<file path="config.mk">
export PLATFORM = sky130hd
export DESIGN_NAME = mdu_iterative
export DESIGN_NICKNAME = d
export VERILOG_FILES = /design/src/rtl/core_pkg.sv /design/src/rtl/mdu_divider.sv /design/src/rtl/mdu_iterative.sv
export SDC_FILE = /design/constraint.sdc
export NUM_CORES = 2
export LEC_CHECK = 0
export ABC_AREA = 1
export CORE_MARGIN = 2
export CORE_UTILIZATION = 51
export DETAILED_ROUTE_END_ITERATION = 12
export GPL_ROUTABILITY_DRIVEN = 0
export PLACE_DENSITY = 0.67
export SLEW_MARGIN = 5
export SYNTH_ARGS = -nofsm -noshare
export SYNTH_HDL_FRONTEND = slang
export SYNTH_SLANG_ARGS = --single-unit
</file>
<file path="constraint.sdc">
create_clock -name clk_i -period 11.8 [get_ports clk_i]
set_input_delay 2.36 -clock clk_i [delete_from_list [all_inputs] [get_ports clk_i]]
set_output_delay 2.36 -clock clk_i [all_outputs]
set_load 0.03 [all_outputs]
</file>
<file path="src/rtl/core_pkg.sv">
// core_pkg: MDU operation encoding, default width and fast-path constant helpers.
package core_pkg;
    localparam int DATA_WIDTH = 32;

    typedef enum logic [2:0] {
        OP_MUL, OP_MULH, OP_MULHSU, OP_MULHU, OP_DIV, OP_DIVU, OP_REM, OP_REMU
    } mdu_op_e;

    function automatic logic is_mul(input mdu_op_e op);
        return op inside {OP_MUL, OP_MULH, OP_MULHSU, OP_MULHU};
    endfunction

    function automatic logic is_rem(input mdu_op_e op);
        return op inside {OP_REM, OP_REMU};
    endfunction

    function automatic logic is_signed_div(input mdu_op_e op);
        return op inside {OP_DIV, OP_REM};
    endfunction

    // Constants are built 64 bits wide and truncated by the caller to its width
    function automatic logic [63:0] ones_const(input int w);
        return (64'd1 << w) - 64'd1;
    endfunction

    function automatic logic [63:0] min_const(input int w);
        return 64'd1 << (w - 1);
    endfunction
endpackage

</file>
<file path="src/rtl/mdu_divider.sv">
// mdu_divider: iterative restoring divider on unsigned magnitudes, one quotient bit per cycle.
module mdu_divider #(
    parameter int W = 32
) (
    input  logic         i_clk,
    input  logic         i_rst,
    input  logic         i_start,
    input  logic         i_abort,
    input  logic [W-1:0] i_dividend,
    input  logic [W-1:0] i_divisor,
    output logic         o_done,
    output logic [W-1:0] o_quotient,
    output logic [W-1:0] o_remainder
);
    localparam int CW = $clog2(W);

    logic [W-1:0]  r_quo, r_rem, r_dvs;
    logic [CW-1:0] r_cnt;
    logic          r_busy;
    logic [W:0]    w_sh, w_diff;

    // The dividend shifts out of r_quo as quotient bits shift in
    assign w_sh        = {r_rem, r_quo[W-1]};
    assign w_diff      = w_sh - {1'b0, r_dvs};
    assign o_done      = r_busy && r_cnt == CW'(W - 1);
    assign o_quotient  = r_quo;
    assign o_remainder = r_rem;

    always_ff @(posedge i_clk) begin
        if (i_rst) begin
            r_busy <= 1'b0;
            r_cnt  <= '0;
            r_quo  <= '0;
            r_rem  <= '0;
            r_dvs  <= '0;
        end else if (i_start) begin
            r_busy <= 1'b1;
            r_cnt  <= '0;
            r_quo  <= i_dividend;
            r_rem  <= '0;
            r_dvs  <= i_divisor;
        end else if (i_abort) begin
            r_busy <= 1'b0;
            r_cnt  <= '0;
        end else if (r_busy) begin
            r_quo  <= {r_quo[W-2:0], !w_diff[W]};
            r_rem  <= w_diff[W] ? w_sh[W-1:0] : w_diff[W-1:0];
            r_cnt  <= r_cnt + 1'b1;
            r_busy <= !o_done;
        end
    end
endmodule

</file>
<file path="src/rtl/mdu_iterative.sv">
// mdu_iterative: multi-cycle RV32M multiply/divide unit for the EX stage.
// Multiplies finish after a fixed latency; divides iterate, with special cases on a fast path.
module mdu_iterative
    import core_pkg::*;
#(
    parameter int DATA_WIDTH  = core_pkg::DATA_WIDTH,
    parameter int MUL_LATENCY = 2
) (
    input  logic                  clk_i,
    input  logic                  rst_i,
    input  logic                  flush_i,
    input  logic                  req_valid_i,
    output logic                  req_ready_o,
    input  mdu_op_e               req_op_i,
    input  logic [DATA_WIDTH-1:0] operand1_i,
    input  logic [DATA_WIDTH-1:0] operand2_i,
    output logic                  resp_valid_o,
    input  logic                  resp_ready_i,
    output logic [DATA_WIDTH-1:0] result_o
);
    localparam int W   = DATA_WIDTH;
    localparam int MCW = MUL_LATENCY > 2 ? $clog2(MUL_LATENCY - 1) : 1;
    localparam logic [W-1:0] ONES = W'(ones_const(W));
    localparam logic [W-1:0] MIN  = W'(min_const(W));

    typedef enum logic [2:0] {S_IDLE, S_MUL, S_DIV, S_FIX, S_DONE} state_e;

    state_e         r_state, w_next;
    mdu_op_e        r_op;
    logic [W-1:0]   r_a, r_b, r_result;
    logic [MCW-1:0] r_mul_cnt;
    logic           r_neg_q, r_neg_r;
    logic           w_accept, w_is_mul, w_sdiv, w_zero, w_ovf, w_fast, w_mul_last, w_div_done, w_start;
    logic [W-1:0]   w_fast_res, w_mag_a, w_mag_b, w_mul_res, w_quo, w_rem, w_q_fix, w_r_fix;

    function automatic logic [W-1:0] mul_res(input mdu_op_e op, input logic [W-1:0] a, input logic [W-1:0] b);
        logic [2*W-1:0] xa, xb, p;
        xa = {{W{a[W-1] & (op == OP_MULH || op == OP_MULHSU)}}, a};
        xb = {{W{b[W-1] & (op == OP_MULH)}}, b};
        p  = xa * xb;
        return op == OP_MUL ? p[W-1:0] : p[2*W-1:W];
    endfunction

    assign w_is_mul   = is_mul(req_op_i);
    assign w_sdiv     = is_signed_div(req_op_i);
    assign w_zero     = operand2_i == '0;
    assign w_ovf      = w_sdiv && operand1_i == MIN && operand2_i == ONES;
    assign w_fast     = !w_is_mul && (w_zero || w_ovf);
    assign w_fast_res = is_rem(req_op_i) ? (w_zero ? operand1_i : '0) : (w_zero ? ONES : MIN);
    assign w_mag_a    = w_sdiv && operand1_i[W-1] ? -operand1_i : operand1_i;
    assign w_mag_b    = w_sdiv && operand2_i[W-1] ? -operand2_i : operand2_i;
    assign w_start    = w_accept && w_next == S_DIV;
    assign w_mul_last = MUL_LATENCY < 3 || r_mul_cnt == MCW'(MUL_LATENCY - 2);
    // A single-cycle multiply has to use the live operands in the accept cycle
    assign w_mul_res  = mul_res(r_state == S_IDLE ? req_op_i : r_op,
                                r_state == S_IDLE ? operand1_i : r_a,
                                r_state == S_IDLE ? operand2_i : r_b);
    assign w_q_fix    = r_neg_q ? -w_quo : w_quo;
    assign w_r_fix    = r_neg_r ? -w_rem : w_rem;
    assign result_o   = r_result;

    mdu_divider #(.W(W)) u_div (
        .i_clk      (clk_i),
        .i_rst      (rst_i),
        .i_start    (w_start),
        .i_abort    (flush_i),
        .i_dividend (w_mag_a),
        .i_divisor  (w_mag_b),
        .o_done     (w_div_done),
        .o_quotient (w_quo),
        .o_remainder(w_rem)
    );

    always_ff @(posedge clk_i) begin
        if (rst_i) r_state <= S_IDLE;
        else       r_state <= w_next;
    end

    always_comb begin
        w_next       = r_state;
        w_accept     = 1'b0;
        req_ready_o  = r_state == S_IDLE;
        resp_valid_o = r_state == S_DONE;
        if (flush_i) w_next = S_IDLE;
        else case (r_state)
            S_IDLE: if (req_valid_i) begin
                w_accept = 1'b1;
                w_next   = w_is_mul ? (MUL_LATENCY > 1 ? S_MUL : S_DONE) : (w_fast ? S_DONE : S_DIV);
            end
            S_MUL:  if (w_mul_last) w_next = S_DONE;
            S_DIV:  if (w_div_done) w_next = S_FIX;
            S_FIX:  w_next = S_DONE;
            S_DONE: if (resp_ready_i) w_next = S_IDLE;
            default: w_next = S_IDLE;
        endcase
    end

    always_ff @(posedge clk_i) begin
        if (rst_i) begin
            r_op      <= OP_MUL;
            r_a       <= '0;
            r_b       <= '0;
            r_neg_q   <= 1'b0;
            r_neg_r   <= 1'b0;
            r_mul_cnt <= '0;
            r_result  <= '0;
        end else begin
            r_mul_cnt <= r_state == S_MUL && w_next == S_MUL ? r_mul_cnt + 1'b1 : '0;
            if (w_accept) begin
                r_op    <= req_op_i;
                r_a     <= operand1_i;
                r_b     <= operand2_i;
                r_neg_q <= w_sdiv && (operand1_i[W-1] ^ operand2_i[W-1]);
                r_neg_r <= w_sdiv && operand1_i[W-1];
            end
            if (w_accept && w_next == S_DONE) r_result <= w_is_mul ? w_mul_res : w_fast_res;
            if (r_state == S_MUL && w_next == S_DONE) r_result <= w_mul_res;
            if (r_state == S_FIX && w_next == S_DONE) r_result <= is_rem(r_op) ? w_r_fix : w_q_fix;
        end
    end
endmodule

</file>
# == Yosys cells after proc, flatten, opt, wreduce, memory -nomap -nowiden ==
# Cells that the tools add are included.
# totals
register_bits,206
latchBits,0
mem_bits_rw,0
mem_bits_ro,0
inputBits,72
output_inout_bits,34
wordCells,107
mem_count,0
# op_classes
add_sub_neg,6
mul,1
div_mod_pow,0
magnitude_cmp,0
eq_ne,20
shifts,0
muxes,33
bitwise,4
n_reduce_logical,31
# ops
operator,n
$mux 32,18
$neg 32->32,4
$eq 32x32->1 const B,2
$mul 33x33->64,1
$sub 33x32->33,1
$logic_not 32->1,1
$mux 31,1
$eq 3x3->1 const B,7
$mux 3,7
$eq 3x2->1 const B,6
$pmux 3 s4,1
$logic_and 1x1->1,11
$eq 3x1->1 const B,3
$logic_not 3->1,3
$reduce_bool 2->1,4
$mux 1,6
$add 5x1->5 const B,1
$eq 5x5->1 const B,1
$reduce_and 2->1,2
$reduce_bool 4->1,1
$reduce_or 2->1,2
$logic_not 1->1,3
$reduce_bool 3->1,1
$reduce_or 3->1,1
other kinds (5),7

# == Longest topological paths before layout ==
# logic_depth
ltp_word,16
ltp_mapped,43
mapped_depth_nobuf,38

# == By module ==
# Synthesis repeated with hierarchy kept, for this count alone.
# hier_totals
cells_unflattened,7441
area_unflattened_um2,54542.3
# modules_own_cells
module,instances,cells_each,area_per_inst_um2,seq_area_each_um2
mdu_iterative,1,6302,47662.0,2082.0
mdu_divider,1,1139,6880.3,2042.0

# == Least setup slack after synthesis ==
# Ideal clock, no wire load.
# synth_timing
path_type,input port to flip-flop
start,in operand1_i[31]
end,"reg r_result[22], in the netlist result_o[22]"
setup_time_ps,117
arrival_ps,9958
t_required_ps,11683
setup_slack_ps,1725
path_stages,33
n_path_buf,1
cell_sequence,o21ai_0 nor2_1 nand3_2 clkbuf_1 nor2_1 fa_1 inv_1 fa_1 inv_1 fa_1 inv_1 fa_1 inv_1 fa_1 fa_1 fa_1 inv_1 fa_1 inv_1 ha_1 nand2_1 nor2_1 inv_1 nor2_1 inv_1 nor4_1 nand2_1 nand3_1 nand2_1 nand3_1 nand2_1 nand2_1 a21oi_1
# synth_between
elab_chain_len,14
word_cells_on_any_way,23
classes_between,mul (1); eq/ne (2); mux (11); bitwise (1); reduce/logical (8)
# synth_lines
item,line_no,text
start: declaration,mdu_iterative.sv:15,"input logic [DATA_WIDTH-1:0] operand1_i,"
branches (longest 14 deep; another with $mul 33x33->64),-,
end signal: assignment,mdu_iterative.sv:116,if (w_accept && w_next == S_DONE) r_result <= w_is_mul ? w_mul_res : w_fast_res;
end signal: assignment,mdu_iterative.sv:117,if (r_state == S_MUL && w_next == S_DONE) r_result <= w_mul_res;
end signal: assignment,mdu_iterative.sv:118,if (r_state == S_FIX && w_next == S_DONE) r_result <= is_rem(r_op) ? w_r_fix : w_q_fix;
end: declaration,mdu_iterative.sv:30,"logic [W-1:0] r_a, r_b, r_result;"
# Parallel ways; which one is timed is not known. The select of a mux whose other input is x is not followed.
# A chain may end at the register's enable or synchronous reset.

# == Final worst setup path ==
# layout_timing
start,in operand1_i[16]
end,"reg r_result[7], in the netlist result_o[7]"
# layout_between
elab_chain_len,14
word_cells_on_any_way,22
classes_between,mul (1); eq/ne (2); mux (11); reduce/logical (8)
# layout_lines
item
branches (longest 14 deep; another with $mul 33x33->64)
# Parallel ways; which one is timed is not known. The select of a mux whose other input is x is not followed.

==> results.md <==
Status:
- The run finished with clean final reports.

Critical path:
- The number of cells on the worst reg-to-reg path is 30.
- STA classifies the critical path endpoint as a flop.
- The startpoint identified for the worst register-to-register timing path is r_state[0]$_SDFF_PP0_.
- The most critical setup path has its startpoint at operand1_i[16].
- At the worst endpoint, the arrival time is around 12 ns.
- STA puts the critical path data required time at 12.26 ns.
- By startpoint and endpoint, the worst setup path is classified as in -> reg.
- Of all nets on the critical path, the largest fanout is 9.
- The kind of start point of the critical path is a primary input.
- For flop-to-flop paths, the worst setup slack is 1.74 ns.
- The capturing point of the worst reg2reg path is result_o[27]$_SDFFE_PP0P_.

Clocking:
- The clock latency at the later pin of the worst-skew pair is 0.57 ns.
- The count of hold buffers inserted by post-cts repair is 0.
- Once the clock tree was built, the resizer swapped 0 gates to a different size.
- The TritonCTS sink count is 206.
- The post-CTS setup buffer count is 0.
- The clock-pin slew reported for the worst setup and hold paths after clock tree synthesis is around 0.06 ns.
- The clock passes through at most 3 buffers.
- CTS built an H-tree with a depth of 1.
- Clock tree synthesis selected as its root buffer the cell sky130_fd_sc_hd__clkbuf_16.
- TritonCTS built the clock tree.
- The number of clock buffers added by TritonCTS is 27.

Finish:
- Cells fill 55.5% of the core in the end.
- After filler insertion, the fill cell instance count of the layout stands at ~10000.
- The post-route netlist has 4.14% of its cells at a drive strength greater than 1.
- The layout overhead on the synthesized area is 7.53%.
- The repair_antennas step left the layout with diodes totalling 0.
- Leaving out filler cells and counting taps, the final layout contains 8606.
- The net count of the finished layout is slightly below 9000.

Global route:
- In the global route stage, overall resource usage came out at between 30% and 40%.
- Summed over all layers, the global routing overflow is 0.
- Entering global routing, the biggest net connects about 120 pins.
- The initial antenna violation count is 2.
- The via count of the first global-routing pass was 50200.
- The first global-routing pass estimated 305000 um of wire.

Synth:
- The area fraction of the dominant cell type after synthesis is between 40% and 50%.
- The synthesized design contains 206 register bits.
- The most used flip-flop cell after synthesis is sky130_fd_sc_hd__dfxtp_1.
- The async set-reset flop share out of synthesis is 0%.
- Ranked by total cell area, the synthesized netlist is headed by sky130_fd_sc_hd__fa_1, sky130_fd_sc_hd__inv_1, sky130_fd_sc_hd__nand2_1.
- The post-synthesis net count is 8660.
- The commonest cells after synthesis are sky130_fd_sc_hd__inv_1, sky130_fd_sc_hd__nand2_1, sky130_fd_sc_hd__fa_1, sky130_fd_sc_hd__nor2_1, sky130_fd_sc_hd__a21oi_1.
- sky130_fd_sc_hd__inv_1 is the most common cell in the netlist.
- The number of enable-type register cells in the synthesized netlist is 0.
- The synthesized design spends more area on one cell type than any other, namely sky130_fd_sc_hd__fa_1.
- Dividing the synthesized area by the synthesized cell count gives ~7.4 um^2.
- For this run, the register share of the synthesized area comes to 7.69%.
- The cell count after synthesis is 7211.
- Summing every instance area after synthesis gives 53600 um^2.
- The number of distinct library cell variants in the gate-level netlist after synthesis is 48.
- The Yosys step of the flow raised 0 warnings.

Routing:
- The number of remaining DRC errors is 0.
- The first-iteration detailed-routing DRC count is 5795.
- The wire length after detailed routing is 200000 um.
- The final routed wire length divided by cell count is 23.3 um.
- The total vias in the final route is 49900.
- For this run, the detailed router's first-pass iteration total came to 8.
- The detail route stage leaves a number of antenna-violating nets equal to 0.
- In the routed layout, each cell is associated on average with a via count of 5.80.

Floorplan:
- After floorplanning, the core was divided into 118 placement rows.
- The die covers 108000 um^2.
- The floorplan step set the die width to 328 um.
- The die is 328 um tall.
- The core region area is 104000 um^2.
- For this configuration, the core starts out at a cell density of between 50% and 60%.
- 106 I/O pins were placed.

Timing:
- The clock period could shrink to 11.25 ns.
- Of the available clock period, the critical path in the final layout requires 95.3%.
- The final number of max-transition violations is 0.
- After routing, the total negative slack on setup checks comes to 0 ns.
- In the post-route analysis, the smallest setup slack over all paths is 0.550 ns.
- The count of endpoints failing setup in the final report is 0.
- The final clock skew is approximately 0.025 ns.
- The headroom to the max-slew limit is between 20 and 25%.
- At the pin with the least slew margin, the transition time is 1.18 ns.
- The number of failing hold endpoints at the final stage is 0.
- Setup repair after global routing left no endpoint under its margin.
- Timing would allow up to 88.9 MHz.

Placed design:
- The cell count after placement is 8559.
- Summed over all nets, the half-perimeter wirelength after detailed placement is 161000 um.
- At the placement stage, the worst setup path has a slack of 0.442 ns.
- The number of input and output port buffers inserted is 105.

Hold path:
- The worst hold path terminates at r_b[29]$_SDFFE_PP0P_.
- The start point of the worst min-delay path is r_b[29]$_SDFFE_PP0P_.
- The type of the tightest min-delay check is reg -> reg.
- The worst hold path passes through 2 cells.

Run:
- Across the run, the number of max-cap violations was 0.
-- registers in the layout, indices dropped and copies added (netlist names) --
register,count
r_a,32
r_b,32
r_neg_q,1
r_neg_r,1
r_op,3
r_state,3
result_o,32
u_div.o_quotient,32
u_div.o_remainder,32
u_div.r_busy,1
u_div.r_cnt,5
u_div.r_dvs,32
-- layout make-up --
cell class	count	area, um^2	area share, %
clock buffer	42	792	1.37
clock inverter	5	35.0	0.0607
inverter	1627	6110	10.6
multi-input combinational	5072	42400	73.5
sequential	206	4120	7.15
tap	1380	1730	2.99
timing repair buffer	274	2470	4.28
-- worst max path at each step --
stage	to
2_1_floorplan	result_o[22]$_SDFFE_PP0P_
6_report	result_o[7]$_SDFFE_PP0P_
3_3_place_gp	result_o[7]$_SDFFE_PP0P_
5_1_grt	result_o[7]$_SDFFE_PP0P_
4_1_cts	result_o[7]$_SDFFE_PP0P_
3_5_place_dp	result_o[7]$_SDFFE_PP0P_
-- cells in the final DEF, fill, tap and decap left out, types with 10 or more instances in the layout --
master,instances
sky130_fd_sc_hd__xor2_1,78
sky130_fd_sc_hd__nand3b_1,11
sky130_fd_sc_hd__a21oi_1,388
sky130_fd_sc_hd__fa_1,1126
sky130_fd_sc_hd__a31oi_1,14
sky130_fd_sc_hd__xnor2_1,23
sky130_fd_sc_hd__o22ai_1,10
sky130_fd_sc_hd__nand2_1,1553
sky130_fd_sc_hd__nor2_1,698
sky130_fd_sc_hd__clkbuf_16,27
sky130_fd_sc_hd__buf_12,12
sky130_fd_sc_hd__nor4_1,22
sky130_fd_sc_hd__inv_1,1598
sky130_fd_sc_hd__dfxtp_1,206
sky130_fd_sc_hd__ha_1,251
sky130_fd_sc_hd__clkdlybuf4s50_1,105
sky130_fd_sc_hd__nand3_1,272
sky130_fd_sc_hd__clkinv_1,22
sky130_fd_sc_hd__o21bai_1,14
sky130_fd_sc_hd__o21ai_2,48
sky130_fd_sc_hd__nand4_1,44
sky130_fd_sc_hd__a21o_1,15
sky130_fd_sc_hd__nor3_1,63
sky130_fd_sc_hd__buf_4,157
sky130_fd_sc_hd__o21ai_0,350
-- layer usage --
metal / wire length, um / GRT usage (%) / vias to the layer above / share of wire [%]
li1: - / - / 21500 / -
met1: 75300 / 49.8 / 24400 / 38
met2: 84300 / 55.3 / 3282 / 42
met3: 27200 / 12.0 / 679 / 14
met4: 13600 / 20.1 / 6 / 6.8
met5: 42 / 0.0887 / - / 0.021
-- per-stage QoR --
stage          instance area [um^2]  hold WS (ns)
2_1_floorplan                 53600         0.430
3_3_place_gp                  56800         0.442
3_5_place_dp                  56800         0.449
4_1_cts                       57700         0.459
5_1_grt                       57700         0.470
6_report                      57700         0.454
-- critical path: stages --
cell and delay, ns:
sky130_fd_sc_hd__clkdlybuf4s50_1 0.57, sky130_fd_sc_hd__inv_1 0.21, sky130_fd_sc_hd__o21ai_2 0.74, sky130_fd_sc_hd__clkinv_1 0.75, sky130_fd_sc_hd__nor2_1 0.32, sky130_fd_sc_hd__fa_1 0.46, sky130_fd_sc_hd__inv_1 0.08, sky130_fd_sc_hd__fa_1 0.43
sky130_fd_sc_hd__fa_1 0.60, sky130_fd_sc_hd__fa_1 0.46, sky130_fd_sc_hd__fa_1 0.64, sky130_fd_sc_hd__fa_1 0.48, sky130_fd_sc_hd__fa_1 0.53, sky130_fd_sc_hd__inv_1 0.06, sky130_fd_sc_hd__fa_1 0.44, sky130_fd_sc_hd__ha_1 0.44
sky130_fd_sc_hd__nand2_1 0.12, sky130_fd_sc_hd__nor2_1 0.25, sky130_fd_sc_hd__inv_1 0.14, sky130_fd_sc_hd__nor4_1 0.38, sky130_fd_sc_hd__nand2_1 0.09, sky130_fd_sc_hd__nand3_1 0.27, sky130_fd_sc_hd__a21oi_1 0.22, sky130_fd_sc_hd__or2_2 0.31
sky130_fd_sc_hd__nand3_1 0.10, sky130_fd_sc_hd__a21oi_1 0.07, sky130_fd_sc_hd__nor2_1 0.11, sky130_fd_sc_hd__nor2_1 0.05
-- kinds of logic (layout without fill, tap and decap cells) --
kind of cell	count (synthesis)	after routing	share of synthesized area [%]
adders and majority gates	1377	1377	47.9
AOI/OAI and AO/OA	895	895	8.76
buffers and inverters	1933	1948	13.7
DFF	206	206	7.69
and+or+nand+nor	2699	2699	20.3
xor gates and xnor gates	101	101	1.65
Power is left out: the tool's default activity adds up to more than one toggle a clock period on the data nets, which glitch-free logic cannot reach.
